<file path="src/rtl/lsu_pkg.sv">
// rtl/lsu_pkg.sv - shared op codes, state encoding and decode helpers for lsu_mem_ctrl
package lsu_pkg;

    localparam logic [5:0] SEL_LB  = 6'b001011;
    localparam logic [5:0] SEL_LH  = 6'b001100;
    localparam logic [5:0] SEL_LW  = 6'b001101;
    localparam logic [5:0] SEL_LBU = 6'b001110;
    localparam logic [5:0] SEL_LHU = 6'b001111;
    localparam logic [5:0] SEL_SB  = 6'b010000;
    localparam logic [5:0] SEL_SH  = 6'b010001;
    localparam logic [5:0] SEL_SW  = 6'b010010;

    typedef enum logic [2:0] {
        ST_IDLE = 3'd0,
        ST_REQ  = 3'd1,
        ST_WAIT = 3'd2,
        ST_DONE = 3'd3,
        ST_ERR  = 3'd4
    } state_t;

    function automatic logic is_load(input logic [5:0] sel);
        case (sel)
            SEL_LB, SEL_LH, SEL_LW, SEL_LBU, SEL_LHU: is_load = 1'b1;
            default:                                  is_load = 1'b0;
        endcase
    endfunction

    function automatic logic is_store(input logic [5:0] sel);
        case (sel)
            SEL_SB, SEL_SH, SEL_SW: is_store = 1'b1;
            default:                is_store = 1'b0;
        endcase
    endfunction

    // Halfwords need an even address, words need a 4-byte aligned address.
    function automatic logic is_misaligned(input logic [5:0] sel, input logic [1:0] lo);
        case (sel)
            SEL_LH, SEL_LHU, SEL_SH: is_misaligned = lo[0];
            SEL_LW, SEL_SW:          is_misaligned = |lo;
            default:                 is_misaligned = 1'b0;
        endcase
    endfunction

endpackage

</file>
<file path="src/rtl/lsu_mem_ctrl_load_align.sv">
// rtl/lsu_mem_ctrl_load_align.sv - byte/halfword select and extension of a read word
module load_align
    import lsu_pkg::*;
(
    input  logic [31:0] rdata,
    input  logic [1:0]  addr_lo,
    input  logic [5:0]  sel,
    output logic [31:0] result
);

    logic [31:0] shifted;

    // Move the addressed lane down to bit 0, then extend according to the op.
    always_comb begin
        shifted = rdata >> {addr_lo, 3'b000};
        case (sel)
            SEL_LB:  result = {{24{shifted[7]}}, shifted[7:0]};
            SEL_LBU: result = {24'h0, shifted[7:0]};
            SEL_LH:  result = {{16{shifted[15]}}, shifted[15:0]};
            SEL_LHU: result = {16'h0, shifted[15:0]};
            default: result = rdata;
        endcase
    end

endmodule

</file>
<file path="src/rtl/lsu_mem_ctrl.sv">
// rtl/lsu_mem_ctrl.sv - MEM-stage load/store controller with request/ready/rvalid handshake
module lsu_mem_ctrl #(
    parameter int TIMEOUT_CYCLES = 255
) (
    input  logic        clk,
    input  logic        reset_n,
    input  logic        op_valid,
    input  logic [5:0]  alu_select,
    input  logic [31:0] addr,
    input  logic [31:0] store_data,
    output logic        stall,
    output logic        done,
    output logic [31:0] load_data,
    output logic        misalign_err,
    output logic        bus_err,
    output logic        mem_req,
    output logic        mem_we,
    output logic [31:0] mem_addr,
    output logic [3:0]  mem_wstrb,
    output logic [31:0] mem_wdata,
    input  logic        mem_ready,
    input  logic        mem_rvalid,
    input  logic [31:0] mem_rdata
);
    import lsu_pkg::*;

    // The counter never needs to hold TIMEOUT_CYCLES itself: the access is
    // abandoned in the cycle where it sits at TIMEOUT_CYCLES-1.
    localparam int CW = (TIMEOUT_CYCLES > 1) ? $clog2(TIMEOUT_CYCLES) : 1;
    localparam logic [CW-1:0] TO_LAST = CW'(TIMEOUT_CYCLES - 1);

    state_t        state;
    logic [5:0]    sel_q;
    logic [1:0]    lo_q;
    logic [29:0]   waddr_q;
    logic          we_q;
    logic [3:0]    wstrb_q;
    logic [31:0]   wdata_q;
    logic [CW-1:0] cnt;
    logic          misalign_q;
    logic          bus_err_q;
    logic [31:0]   load_data_q;
    logic [31:0]   rdata_ext;

    logic          mem_op;
    logic          mis;
    logic [3:0]    nxt_wstrb;
    logic [31:0]   nxt_wdata;

    // Decode the incoming op: validity, alignment and the store lane pattern.
    always_comb begin
        mem_op    = is_load(alu_select) | is_store(alu_select);
        mis       = is_misaligned(alu_select, addr[1:0]);
        nxt_wstrb = 4'b0000;
        nxt_wdata = store_data;
        case (alu_select)
            SEL_SB: begin
                nxt_wstrb = 4'b0001 << addr[1:0];
                nxt_wdata = {4{store_data[7:0]}};
            end
            SEL_SH: begin
                nxt_wstrb = 4'b0011 << addr[1:0];
                nxt_wdata = {2{store_data[15:0]}};
            end
            SEL_SW: begin
                nxt_wstrb = 4'b1111;
                nxt_wdata = store_data;
            end
            default: ;
        endcase
    end

    load_align u_load_align (
        .rdata   (mem_rdata),
        .addr_lo (lo_q),
        .sel     (sel_q),
        .result  (rdata_ext)
    );

    // Access sequencer: latch the op, run the handshake, time out stuck accesses.
    always_ff @(posedge clk) begin
        if (!reset_n) begin
            state       <= ST_IDLE;
            sel_q       <= 6'd0;
            lo_q        <= 2'd0;
            waddr_q     <= 30'd0;
            we_q        <= 1'b0;
            wstrb_q     <= 4'd0;
            wdata_q     <= 32'd0;
            cnt         <= '0;
            misalign_q  <= 1'b0;
            bus_err_q   <= 1'b0;
            load_data_q <= 32'd0;
        end else begin
            misalign_q <= 1'b0;
            bus_err_q  <= 1'b0;
            case (state)
                ST_IDLE: begin
                    if (op_valid && mem_op) begin
                        if (mis) begin
                            misalign_q <= 1'b1;
                            state      <= ST_ERR;
                        end else begin
                            sel_q   <= alu_select;
                            lo_q    <= addr[1:0];
                            waddr_q <= addr[31:2];
                            we_q    <= is_store(alu_select);
                            wstrb_q <= nxt_wstrb;
                            wdata_q <= nxt_wdata;
                            cnt     <= '0;
                            state   <= ST_REQ;
                        end
                    end
                end
                ST_REQ: begin
                    cnt <= cnt + 1'b1;
                    if (mem_ready) begin
                        state <= we_q ? ST_DONE : ST_WAIT;
                    end else if (cnt == TO_LAST) begin
                        bus_err_q <= 1'b1;
                        state     <= ST_ERR;
                    end
                end
                ST_WAIT: begin
                    cnt <= cnt + 1'b1;
                    if (mem_rvalid) begin
                        load_data_q <= rdata_ext;
                        state       <= ST_DONE;
                    end else if (cnt == TO_LAST) begin
                        bus_err_q <= 1'b1;
                        state     <= ST_ERR;
                    end
                end
                default: state <= ST_IDLE;
            endcase
        end
    end

    // Outputs are pure state decodes or registers; stall also looks ahead at the op in IDLE.
    always_comb begin
        stall        = (state == ST_REQ) || (state == ST_WAIT) ||
                       ((state == ST_IDLE) && op_valid && mem_op && !mis);
        done         = (state == ST_DONE);
        misalign_err = misalign_q;
        bus_err      = bus_err_q;
        load_data    = load_data_q;
        mem_req      = (state == ST_REQ);
        mem_we       = we_q;
        mem_addr     = {waddr_q, 2'b00};
        mem_wstrb    = wstrb_q;
        mem_wdata    = wdata_q;
    end

endmodule

</file>
<file path="config.mk">
export PLATFORM = sky130hd
export DESIGN_NAME = lsu_mem_ctrl
export DESIGN_NICKNAME = d
export VERILOG_FILES = /design/src/rtl/lsu_pkg.sv /design/src/rtl/lsu_mem_ctrl_load_align.sv /design/src/rtl/lsu_mem_ctrl.sv
export SDC_FILE = /design/constraint.sdc
export NUM_CORES = 1
export LEC_CHECK = 0
export ABC_AREA = 1
export CAP_MARGIN = 30
export CORE_UTILIZATION = 40
export DETAILED_ROUTE_END_ITERATION = 10
export HOLD_SLACK_MARGIN = 0.15
export PLACE_DENSITY = 0.72
export RECOVER_POWER = 100
export SETUP_SLACK_MARGIN = 0.4
export SLEW_MARGIN = 20
export SYNTH_ARGS = -nofsm -noshare
export SYNTH_HDL_FRONTEND = slang
export SYNTH_SLANG_ARGS = --single-unit
</file>
<file path="constraint.sdc">
create_clock -name clk -period 1.9 [get_ports clk]
set_input_delay 0.285 -clock clk [delete_from_list [all_inputs] [get_ports clk]]
set_output_delay 0.285 -clock clk [all_outputs]
set_load 0.005 [all_outputs]
</file>
# After elaboration in Yosys (flattened, before gate mapping)
# Index checks and enable logic that the tools add are counted.
# Widths: inputs -> output; s select.
# op_classes
add_sub_neg	1
multipliers	0
div	0
order_cmp	0
n_eq_ne	18
shifts	3
mux	21
bitwise	2
n_reduce_logical	19
# op_table
operator	n
$pmux 32 s4	1
$pmux 32 s2	1
$eq 6x4->1 const B	9
$shr 32x5->16	1
$eq 6x5->1 const B	3
$mux 8	2
$pmux 8 s2	1
$mux 3	5
$pmux 4 s3	1
$pmux 3 s3	1
$reduce_and 3->1	3
$add 8x1->8 const B	1
$eq 8x8->1 const B	1
$mux 1	7
$eq 3x2->1 const B	2
$reduce_or 2->1	3
$reduce_or 3->1	2
$reduce_or 5->1	1
$logic_and 1x1->1	4
$ne 2x2->1 const B	2
$pmux 1 s2	2
$shl 1x2->4 const A	1
$shl 2x2->4 const A	1
$eq 3x1->1 const B	1
other kinds (7)	8
# totals
register_bits	120
latch_bits	0
ramBits	0
rom_bits	0
in_bits	107
out_inout_bits	106
elab_cells	75
mem_count	0

# Longest topological paths before layout
# logic_depth
depth_word	7
depth_mapped	12
depth_no_buf	11

# Hierarchy
# From an unflattened synthesis, not the netlist that was laid out.
# hier_totals
cells_unflattened	941
area_unflattened_um2	6018.3
# modules_own_cells
module	instances	cells_each	area_each_um2	seq_area_each_um2
lsu_mem_ctrl	1	713	4952.2	2402.3
load_align	1	228	1066.0	0.0

# Worst setup path after synthesis
# OpenSTA, ideal clock, no wires.
# synth_path
path_type	register to register
startpoint	register lo_q[0]
endpoint	register load_data_q[21] (netlist: load_data[21])
setup_time_ns	0.119
arrival_time_ns	1.358
required_ns	1.781
path_slack_ns	0.423
path_stages_with_launch	9
path_buffers	1
period_less_slack_ns	1.477
path_cell_list	dfxtp_1 > clkinv_1 > nor2_1 > o22ai_1 > nand2_2 > nand2_1 > nor2_2 > buf_4 > a21oi_1
# synth_via
elab_chain_cells	2
# synth_rtl
item	line	rtl
start, declared	lsu_mem_ctrl.sv:34	logic [1:0] lo_q;
start signal, assigned	lsu_mem_ctrl.sv:105	lo_q <= addr[1:0];
$shr 32x5->16	lsu_mem_ctrl_load_align.sv:15	shifted = rdata >> {addr_lo, 3'b000};
$pmux 32 s4	lsu_mem_ctrl_load_align.sv:16	case (sel)
end signal, assigned	lsu_mem_ctrl.sv:127	load_data_q <= rdata_ext;
end, declared	lsu_mem_ctrl.sv:42	logic [31:0] load_data_q;
# No other way between the ends.
# A chain may end at the register's enable or synchronous reset.

# Final worst setup path
# layout_path
startpoint	register state[0]
endpoint	output stall
# layout_via
elab_chain_cells	5
elab_cells_between_ends	8
cone_classes	eq/ne (2); reduce/logical (6)
# layout_rtl
item	line	rtl
start, declared	lsu_mem_ctrl.sv:32	state_t state;
start signal, assigned	lsu_mem_ctrl.sv:118	state <= we_q ? ST_DONE : ST_WAIT;
$logic_not 3->1	lsu_mem_ctrl.sv:142	((state == ST_IDLE) && op_valid && mem_op && !mis);
$logic_and 1x1->1 (3 in series)	lsu_mem_ctrl.sv:142	
$logic_or 1x1->1 *	lsu_mem_ctrl.sv:141	stall = (state == ST_REQ) || (state == ST_WAIT) ||
end, declared	lsu_mem_ctrl.sv:11	output logic stall,
# Every way passes the cells marked *; elsewhere a longest branch is shown, timed or not.

==> results.txt <==
----------------------------------------------------
[Flow run]
  Reported max-cap violation count ... 0

[Detailed routing]
  Average routed wire per standard cell ... between 10 and 15 microns
  Overall routed net length ... 21590 microns
  Routed via count ... slightly above 7000
  DRC ... 10
  TritonRoute pass-1 iters ... 9
  Detailed-route vias per instance ... 4.901
  DRC violation total after the first TritonRoute iteration ... 554
  Post-DRT Antenna Nets ... 0

[STA]
  Worst clock skew ... 0.005971 ns
  Min Clock Period, post-route ... 1.855 ns
  Worst Tran Pin Value ... 0.6276 ns
  Post-route setup slack ... approximately 0.045 ns
  # setup viols final ... 0
  Sum of negative setup slack ... 0 ns
  Tightest slew margin relative to the limit ... 57.84%
  Number of hold-slack violations in the final timing report ... 0
  Timing-limited maximum frequency ... ~0.54 GHz
  Final Max Tran Viols ... 0
  RSZ-0062 raised after global routing ... yes
  Share of the cycle needed by the critical path after routing ... 97.63%

[Outcome]
  Outcome ... complete, but fails checks
  Failing checks ... design-rule violations

[Yosys]
  Syn avg cell area ... 6.101 sq um
  Flops & latches, synth ... 120
  Share of async-settable or async-resettable flops after synthesis ... 0%
  Cells after synthesis ... 999
  Post-Syn Area ... 6095 sq um
  Sequential area share after synthesis ... 39.42%
  Number of warnings reported in the yosys synthesis log ... 0
  Most used flip-flop cell after synthesis ... dfxtp_1
  Count of cell types in the netlist ... 32
  Number of enable-type register cells in the synthesized netlist ... 0

[Critical path]
  Critical path launch point type ... flip-flop
  Critical path type ... reg2out
  Crit path DAT ... 1.57 ns
  Critical path capture point type ... primary output
  Largest fanout of any net on the critical path ... 2
  Req. time, crit path ... 1.62 ns

[Final layout]
  Fraction of layout instances using a drive strength above 1 ... 22.07%
  Synthesis-to-finish area growth ... 72.78%
  Number of inserted filler cells in the final layout ... 1183
  Post-Route Utilization ... 71.64%
  Final layout net count ... 1392
  Antenna fix cells ... 0

[Clock tree]
  Clock latency of the later-clocked register in the worst-skew pair ... 0.42 ns
  Number of clock sinks seen by CTS ... 120
  Root buffer cell ... clkbuf_16
  CTS tree ... done
  Clock transition at the registers of the reported paths ... 0.05 ns
  Count of hold buffers inserted by post-cts repair ... 0
  Number of clock buffers inserted by TritonCTS ... 17
  Number of buffers on the longest clock path ... 2
  Number of H-tree levels ... 4

[Placed design]
  Detailed placer's ending HPWL ... 12970 microns
  Buffers added on ports ... 210
  DP Worst Slack ... -0.5320 ns
  Global placer's final weighted congestion ... between 0.8 and 0.9

[Floorplanning]
  # rows ... 44
  Core Box Area ... approximately 15000 sq um
  Initial Util ... about two fifths
  Die Area ... 15730 sq um
  Total I/O pin count ... 213
  Width of the die ... about 130 microns
  Die Y ... 125.4 microns

[GRT]
  Congestion Overflow GR ... 0
  Maximum number of pins on one net before global-route repair ... 54
  Wire length of the first global-routing pass ... around 30000 microns
  Antenna violations before repair ... 1
  Global routing usage summed across all routing layers ... 23.94%
  Vias in the first global route ... 6333

[Min path]
  Worst hold path class ... in2reg

[Power and ir drop]
  Max rail drop VDD ... 703.5 uV
  Power per Cell Area ... 786.9 nW/um^2
  P_leak ... 0.005498 uW

----------------------------------------------------
==> Yosys cell counts, drive strengths merged (2+ instances only) <==
master | number | area [sq um]
nor2 | 200 | 753.2
nor3 | 5 | 40.04
nand4 | 3 | 25.02
dfxtp | 120 | 2402
nand2 | 325 | 1222
clkbuf | 26 | 97.59
buf | 25 | 165.2
nand3 | 66 | 335.3
o211ai | 3 | 22.52
nor3b | 2 | 15.01
or2 | 3 | 18.77
ha | 2 | 25.02
o21ai | 61 | 305.3
inv | 109 | 409.1
a21oi | 41 | 205.2
==> power breakdown <==
group | internal [uW] | switching [uW]
logic | 1010 | 920
registers | 2700 | 113
clock network | 2390 | 1160
==> through the flow <==
stage	area (sq um)	hold slack, ns	power (uW)	cells
global placement	8672	0.4530	4265	1396
detailed placement	8672	0.4559	4284	1396
global route	10530	0.2014	8615	1480
floorplan	6098	0.4199	3512	1000
finish	10530	0.1957	8286	1480
CTS	9473	0.2542	7860	1442
==> state kept, by name, summed over array words and instances (netlist names) <==
register,flops
lo_q,2
mem_we,1
misalign_err,1
cnt,8
bus_err,1
state,3
sel_q,6
load_data,32
waddr_q,30
mem_wstrb,4
mem_wdata,32
==> kinds of logic (layout without fill, tap and decap cells) <==
group                      count (synthesis)  in the layout  share of synthesized area (%)
and+or+nand+nor                          606            606                          39.77
buffers and inverters                    161            457                          11.09
DFF                                      120            120                          39.42
AOI/OAI and AO/OA                        109            109                          9.259
adders and majority gates                  2              2                         0.4105
other                                      1              2                        0.06153
==> worst max-delay path: stages (launching register included) <==
cell and delay (ns):
dfxtp_2 0.36, buf_6 0.13, inv_6 0.04, nor3_4 0.21
inv_2 0.08, nand2_2 0.08, inv_2 0.05, nand2_2 0.10
buf_6 0.10
==> repair_timing <==
action	in CTS	in global routing
setup buffers	13	20
setup endpoints to repair	217	119
resized for setup	169	196
gates cloned	1	18
pin swaps	13	51
==> cell type report <==
| type | count | area [sq um] | area share, % |
|---|---|---|---|
| Sequential cell | 120 | 2410 | 22.88 |
| Timing Repair Buffer | 315 | 3271 | 31.06 |
| Multi-Input combinational cell | 719 | 3546 | 33.67 |
| Tap cell | 184 | 230.2 | 2.186 |
| Clock buffer | 23 | 467.9 | 4.444 |
| Clock inverter | 9 | 170.2 | 1.616 |
| Inverter | 110 | 435.4 | 4.135 |
==> layout by cell type (no fill, tap or decap), types with 3 or more instances in the layout <==
| cell | n |
|---|---|
| nand2_1 | 276 |
| nor2_1 | 153 |
| dfxtp_1 | 114 |
| dlygate4sd2_1 | 102 |
| inv_1 | 98 |
| clkdlybuf4s50_1 | 98 |
| nand3_1 | 56 |
| buf_4 | 53 |
| o21ai_0 | 51 |
| nor2_2 | 36 |
| a21oi_1 | 35 |
| clkbuf_16 | 31 |
| nand2_2 | 30 |
| buf_6 | 22 |
| nand2_4 | 18 |
| buf_12 | 13 |
| nor2_4 | 11 |
| nand3_2 | 9 |
| o21ai_1 | 8 |
| buf_2 | 7 |
| a21oi_2 | 6 |
| inv_2 | 6 |
| dfxtp_2 | 6 |
| bufinv_16 | 5 |
| clkbuf_1 | 4 |
| clkinv_2 | 4 |
| inv_6 | 3 |
| inv_4 | 3 |
| o211ai_1 | 3 |
| buf_8 | 3 |
==> path summary, 6_finish.rpt <==
kind | from | endpoint | slack, ns | cells past startpoint
setup / recovery | state[0] | stall | 0.05 | 8
hold / removal | alu_select[1] | sel_q[1] | 0.20 | 3
setup reg to reg | state[2] | mem_wstrb[1] | 0.17 | 9
hold reg to reg | load_data[0] | load_data[0] | 0.46 | 2
==> layer usage <==
metal / track usage (%) / up-vias / part of all wire (%)
met3: 9.071 / 39 / 8.4
met1: 27.87 / 3286 / 39
met4: 7.747 / 2 / 1.9
met2: 40.39 / 286 / 50
li1: - / 3640 / -
met5: 0 / - / 0.037
Note: power is estimated with default switching activity, not from simulation.
